## config.mk

```make
export PLATFORM = sky130hd
export DESIGN_NAME = sysreg_write_buffer
export DESIGN_NICKNAME = d
export VERILOG_FILES = /design/src/rtl/sysreg_write_buffer_pkg.sv /design/src/rtl/sysreg_write_buffer_lookup.sv /design/src/rtl/sysreg_write_buffer.sv
export SDC_FILE = /design/constraint.sdc
export NUM_CORES = 1
export LEC_CHECK = 0
export ABC_CLOCK_PERIOD_IN_PS = 3500
export BUFFER_PORTS_ARGS = -buffer_cell sky130_fd_sc_hd__buf_2
export CAP_MARGIN = 20
export CORE_AREA = 2 2 222 224
export CTS_BUF_LIST = sky130_fd_sc_hd__clkbuf_4 sky130_fd_sc_hd__clkbuf_8
export CTS_CLUSTER_SIZE = 30
export DETAILED_ROUTE_END_ITERATION = 10
export DIE_AREA = 0 0 224 226
export GPL_TIMING_DRIVEN = 0
export PLACE_DENSITY = 0.41
export SLEW_MARGIN = 20
export SYNTH_ARGS = -nofsm -noshare
export SYNTH_HDL_FRONTEND = slang
export SYNTH_SLANG_ARGS = --single-unit
```

## constraint.sdc

```tcl
create_clock -name iCLOCK -period 3.5 [get_ports iCLOCK]
set_input_delay 0.7 -clock iCLOCK [delete_from_list [all_inputs] [get_ports iCLOCK]]
set_output_delay 0.7 -clock iCLOCK [all_outputs]
set_load 0.02 [all_outputs]
```

## src/rtl/sysreg_write_buffer_pkg.sv

```systemverilog
// Shared definitions for the system-register write buffer: address width,
// system-register address map and the buffered entry record.
package sysreg_write_buffer_pkg;

   localparam int SYSREG_AW = 5;
   localparam int SYSREG_DW = 32;

   localparam logic [SYSREG_AW-1:0] SR_STATUS  = 5'd0;
   localparam logic [SYSREG_AW-1:0] SR_CAUSE   = 5'd1;
   localparam logic [SYSREG_AW-1:0] SR_EPC     = 5'd2;
   localparam logic [SYSREG_AW-1:0] SR_TVEC    = 5'd3;
   localparam logic [SYSREG_AW-1:0] SR_SCRATCH = 5'd4;
   localparam logic [SYSREG_AW-1:0] SR_IE      = 5'd5;
   localparam logic [SYSREG_AW-1:0] SR_IP      = 5'd6;
   localparam logic [SYSREG_AW-1:0] SR_TIMECMP = 5'd7;

   typedef struct packed {
      logic [SYSREG_AW-1:0] addr;
      logic [SYSREG_DW-1:0] data;
   } sysregEntry_t;

endpackage

```

## src/rtl/sysreg_write_buffer_lookup.sv

```systemverilog
// Age-ordered newest-match search over the buffered writes plus the output register.
module sysreg_write_buffer_lookup
   import sysreg_write_buffer_pkg::*;
#(
   parameter int DEPTH = 4,
   parameter int AW    = SYSREG_AW
) (
   input  logic [DEPTH-1:0]     iValidAged,
   input  logic [AW-1:0]        iAddrAged [DEPTH],
   input  logic [SYSREG_DW-1:0] iDataAged [DEPTH],
   input  logic                 iRegValid,
   input  logic [AW-1:0]        iRegAddr,
   input  logic [SYSREG_DW-1:0] iRegData,
   input  logic [AW-1:0]        iLookupAddr,
   output logic                 oHit,
   output logic [SYSREG_DW-1:0] oData
);

   // Index 0 is the oldest entry; later matches overwrite earlier ones so the newest wins.
   always_comb begin
      oHit  = 1'b0;
      oData = '0;
      if (iRegValid && (iRegAddr == iLookupAddr)) begin
         oHit  = 1'b1;
         oData = iRegData;
      end
      for (int i = 0; i < DEPTH; i++) begin
         if (iValidAged[i] && (iAddrAged[i] == iLookupAddr)) begin
            oHit  = 1'b1;
            oData = iDataAged[i];
         end
      end
   end

endmodule

```

## src/rtl/sysreg_write_buffer.sv

```systemverilog
// Speculative system-register write buffer: holds writes until commit or flush,
// drains committed writes in order onto a registered write port.
module sysreg_write_buffer
   import sysreg_write_buffer_pkg::*;
#(
   parameter int DEPTH = 4,
   parameter int AW    = SYSREG_AW
) (
   input  logic                 iCLOCK,
   input  logic                 iRESET_SYNC,
   input  logic                 iWR_VALID,
   input  logic [AW-1:0]        iWR_ADDR,
   input  logic [SYSREG_DW-1:0] iWR_DATA,
   output logic                 oWR_FULL,
   input  logic                 iCOMMIT,
   input  logic                 iFLUSH,
   input  logic                 iDRAIN_HOLD,
   output logic                 oREGIST_DATA_VALID,
   output logic [AW-1:0]        oREGIST_ADDR,
   output logic [SYSREG_DW-1:0] oREGIST_DATA,
   input  logic [AW-1:0]        iLOOKUP_ADDR,
   output logic                 oLOOKUP_HIT,
   output logic [SYSREG_DW-1:0] oLOOKUP_DATA,
   output logic                 oEMPTY,
   output logic                 oOVERFLOW
);

   localparam int IW = $clog2(DEPTH);
   localparam int PW = IW + 1;

   logic [PW-1:0]        head, cmt, tail;
   logic [PW-1:0]        committedCnt, uncommittedCnt, occupancy, cmtNext;
   logic [AW-1:0]        entryAddr [DEPTH];
   logic [SYSREG_DW-1:0] entryData [DEPTH];
   logic                 pushOk, pushDrop, commitOk, commitDrop, drainOk;

   logic [DEPTH-1:0]     validAged;
   logic [AW-1:0]        addrAged [DEPTH];
   logic [SYSREG_DW-1:0] dataAged [DEPTH];

   // Push handshake: iWR_VALID is the request, !oWR_FULL the ready; a write transfers
   // only on an edge where both hold. Full comes from registered pointers only, so a
   // same-cycle drain never makes room for a push.
   always_comb begin
      committedCnt   = cmt - head;
      uncommittedCnt = tail - cmt;
      occupancy      = tail - head;
      pushOk         = iWR_VALID && !oWR_FULL;
      pushDrop       = iWR_VALID && oWR_FULL;
      commitOk       = iCOMMIT && (uncommittedCnt != '0);
      commitDrop     = iCOMMIT && (uncommittedCnt == '0);
      drainOk        = (committedCnt != '0) && !iDRAIN_HOLD;
      cmtNext        = commitOk ? cmt + PW'(1) : cmt;
   end

   assign oWR_FULL = (occupancy == PW'(DEPTH));
   assign oEMPTY   = (occupancy == '0) && !oREGIST_DATA_VALID;

   always_ff @(posedge iCLOCK) begin
      if (iRESET_SYNC) begin
         head               <= '0;
         cmt                <= '0;
         tail               <= '0;
         oREGIST_DATA_VALID <= 1'b0;
         oREGIST_ADDR       <= '0;
         oREGIST_DATA       <= '0;
         oOVERFLOW          <= 1'b0;
      end else begin
         if (drainOk) begin
            head         <= head + PW'(1);
            oREGIST_ADDR <= entryAddr[head[IW-1:0]];
            oREGIST_DATA <= entryData[head[IW-1:0]];
         end
         oREGIST_DATA_VALID <= drainOk;
         cmt                <= cmtNext;
         // Flush rolls tail back to the post-commit boundary, discarding this cycle's push too.
         if (iFLUSH) begin
            tail <= cmtNext;
         end else if (pushOk) begin
            tail <= tail + PW'(1);
         end
         if (pushDrop || commitDrop) begin
            oOVERFLOW <= 1'b1;
         end
      end
   end

   always_ff @(posedge iCLOCK) begin
      if (pushOk) begin
         entryAddr[tail[IW-1:0]] <= iWR_ADDR;
         entryData[tail[IW-1:0]] <= iWR_DATA;
      end
   end

   always_comb begin
      for (int i = 0; i < DEPTH; i++) begin
         validAged[i] = (PW'(i) < occupancy);
         addrAged[i]  = entryAddr[head[IW-1:0] + IW'(i)];
         dataAged[i]  = entryData[head[IW-1:0] + IW'(i)];
      end
   end

   sysreg_write_buffer_lookup #(
      .DEPTH(DEPTH),
      .AW   (AW)
   ) uLookup (
      .iValidAged (validAged),
      .iAddrAged  (addrAged),
      .iDataAged  (dataAged),
      .iRegValid  (oREGIST_DATA_VALID),
      .iRegAddr   (oREGIST_ADDR),
      .iRegData   (oREGIST_DATA),
      .iLookupAddr(iLOOKUP_ADDR),
      .oHit       (oLOOKUP_HIT),
      .oData      (oLOOKUP_DATA)
   );

endmodule

```

==> flow_summary.ini <==
[timing]
layout_min_cycle_time_ns = 4.07
final-hold-violation-count = 0
tightest_slew_ns = 1.01
maxSlewViolCount = 0
finalWorstSetupSlack_ns = -0.567
finalSetupViolations = 33
relSlewSlack = 0.323
min_period_over_period = 1.16
skew_ns = 0.0167
fmax_mhz = 246
hold_slack_ns = 0.391
grt_setup_unrepaired = yes

[yosys]
synth_ff_type = edfxtp_1
synth.most_common_cell = edfxtp_1
yosysTopAreaCell = edfxtp_1
ys_ff_latch = 198
yosysUniqueCellTypes = 47
synth_area_sq_um = 11900
ys_async_sr_fraction = 0
yosys-top-cells-area = edfxtp_1 37%, mux4_2 28%, dfxtp_1 8.4%
synth_nets = 941
synth_cells = 881
synth-edff-count = 148
synth_common_cells = 148 x edfxtp_1, 146 x mux4_2, 81 x nand2_1, 55 x o22ai_1, 50 x dfxtp_1
synth_top_area_frac = 0.372
syn_area_per_cell_sq_um = 13.6
synth_seq_area_share = 0.456
synth_warnings = 0

[clock_network]
clk_pin_slew_ns = 0.10
clock-sinks = 198
cts_tree = yes
insertion_delay_ns = 0.52
cts_made_buffers = 17
holdBufCountCts = 0
cts_buffer_depth = 2
cts_max_level = 4
root_buffer = clkbuf_8

[pwr]
seqPwrFrac = 0.282
switching_share = 0.423
p_comb_frac = 0.580
ir_drop_mv = 0.366
p_int_mw = 6.73
clock_power_share = 0.139
leakage_nw = 5.18
power_density_nw_per_um2 = 749
netSwitchingPower_mw = 4.93

[routing]
wl_met2_mm = 21.5
top_layer_used = met5
ant_nets = 0
wl_met1_mm = 19.5
drc = 0
wl_per_cell_um = 26.0
met3_length_mm = 2.00
vias_per_cell = 5.22
drtPass1Iterations = 4
num_vias = 8831
routed_wl_mm = 44.0
drtIter0Drc = 593

[status]
failed_checks = setup timing
outcome = finished with violations

[layout]
design_area_sq_um = 15600
drive_above_1_share = 0.486
layout.nets = 1114
area_growth_pct = 30.2

[grt]
grt-ovfl-total = 0
grt_max_degree = 31
grt_first_pass_wirelength_mm = 64.5
grt_pass1_vias = 9203
antenna_found_initial = 3
grtUsageTotal = 0.178

[die]
start_util = 0.247
std_cell_rows = 81
core_sq_um = 48300
die_w_um = 224
pin_count = 122
die_y_um = 226
die_area_sq_um = 50600

[setup_path]
rr_worst_depth = 11
start_kind = flop
crit_fanout = 7
r2r_slack_ns = 0.25
worst-endpoint-arrival_ns = 3.37
r2r-end = head[2]
worstSetupPathType = reg -> out
endpoint_kind = output pin
r2r-start = head[1]
worst_ep_required_time_ns = 2.80

[placed_design]
io_buffer_count = 115
placed_area_sq_um = 13900
routabilityCongestion = 0.732
dp_hpwl_mm = 29.9

[worst_hold_path]
min_path_cells = 1
hold_class = in -> reg
hold_end = entryData[2][5]
hp-start = iWR_DATA[5]

[flow_run]
maxCapViolations = 0
==> logic make-up after synthesis <==
| group | count (synthesis) | share of synthesized area |
|---|---|---|
| simple gates | 210 | 0.0824 |
| flops | 198 | 0.456 |
| mux | 184 | 0.307 |
| compound gates | 146 | 0.0777 |
| buf+inv | 94 | 0.0347 |
| xor+xnor | 37 | 0.0290 |
| fa+ha+maj | 12 | 0.0132 |
==> timing repair <==
action,in CTS,in global routing
pin swaps,26,16
cloned,2,0
endpoints found under the setup margin,75,43
resized for setup,241,43
endpoints found under the hold margin,0,0
setup buffers,30,8
==> critical path, cell delays in order (launching register included) <==
cell and delay [ns]:
dfxtp_2 0.36, inv_4 0.05, ha_2 0.17, fa_2 0.34, xor3_2 0.27, o21bai_4 0.22, and2_4 0.19, and2_4 0.16
or3_4 0.48, or3b_4 0.46, buf_6 0.14
==> cells in the final DEF (no fill, tap or decap), drive strengths merged, types with 2 or more instances in the layout <==
master,instances
a211oi,5
bufinv,3
buf,191
o22ai,55
nand2,81
nor2,40
and2,38
edfxtp,148
nor4,2
clkinv,3
nand4,3
a211o,4
clkinvlp,3
dfxtp,50
xnor2,21
mux4,146
a2111oi,4
mux2i,37
or3,5
a21oi,40
nand3,29
clkbuf,67
a31oi,29
ha,11
inv,13
o2bb2ai,4
diode,2
xor2,15
and3,2
nor2b,5
==> power by group through the flow <==
stage	logic, mW	clock network (mW)	registers, mW
after global routing	7.23	1.74	3.34
final	6.76	1.62	3.28
after detailed placement	5.96	0	3.33
after global placement	5.89	0	3.35
after CTS	6.73	1.66	3.28
after floorplan	3.93	0	3.40
==> sequential cells by signal, indices dropped and copies added, names as in the netlist, named ones only <==
register / flops
cmt: 3
entryAddr: 20
entryData: 128
head: 3
oOVERFLOW: 1
oREGIST_ADDR: 5
oREGIST_DATA: 32
oREGIST_DATA_VALID: 1
tail: 3
==> worst max path at each step <==
stage	from	endpoint	slack [ns]	depth (start not counted)
6_report	tail[0]	oLOOKUP_HIT	-0.57	10
5_1_grt	head[0]	oLOOKUP_HIT	-0.64	11
4_1_cts	head[0]	oLOOKUP_HIT	-0.61	10
3_5_place_dp	head[1]	oLOOKUP_DATA[20]	-1.14	10
3_3_place_gp	tail[0]	tail[2]	-1.24	9
2_1_floorplan	tail[0]	oLOOKUP_DATA[24]	-0.009	12
==> metrics by stage <==
stage / TNS [ns] / power, mW / worst slack [ns] / utilization / cells
6_report: -16.62 / 11.7 / -0.567 / 0.322 / 1691
2_1_floorplan: -0.207 / 7.33 / -0.00927 / - / 881
3_3_place_gp: -205.95 / 9.23 / -1.24 / 0.284 / 1618
3_5_place_dp: -46.56 / 9.29 / -1.14 / 0.287 / 1623
5_1_grt: -19.43 / 12.3 / -0.637 / 0.322 / 1690
4_1_cts: -17.70 / 11.7 / -0.612 / 0.318 / 1684
==> cell type report <==
cell class	instances	area [sq um]
inverter	11	43.8
clock buffer	21	270
clock inverter	11	149
buffer	77	572
timing repair buffer	160	1250
sequential	198	5460
tap	622	778
multi-input combinational	589	7020
fill	4805	32800
antenna	2	5.00
==> per-layer routing <==
layer	GRT usage	vias up
li1	-	3873
met1	0.239	4645
met2	0.292	258
met3	0.0280	53
met4	0.0585	2
met5	0	-
Power figures use the tool's default switching activity.
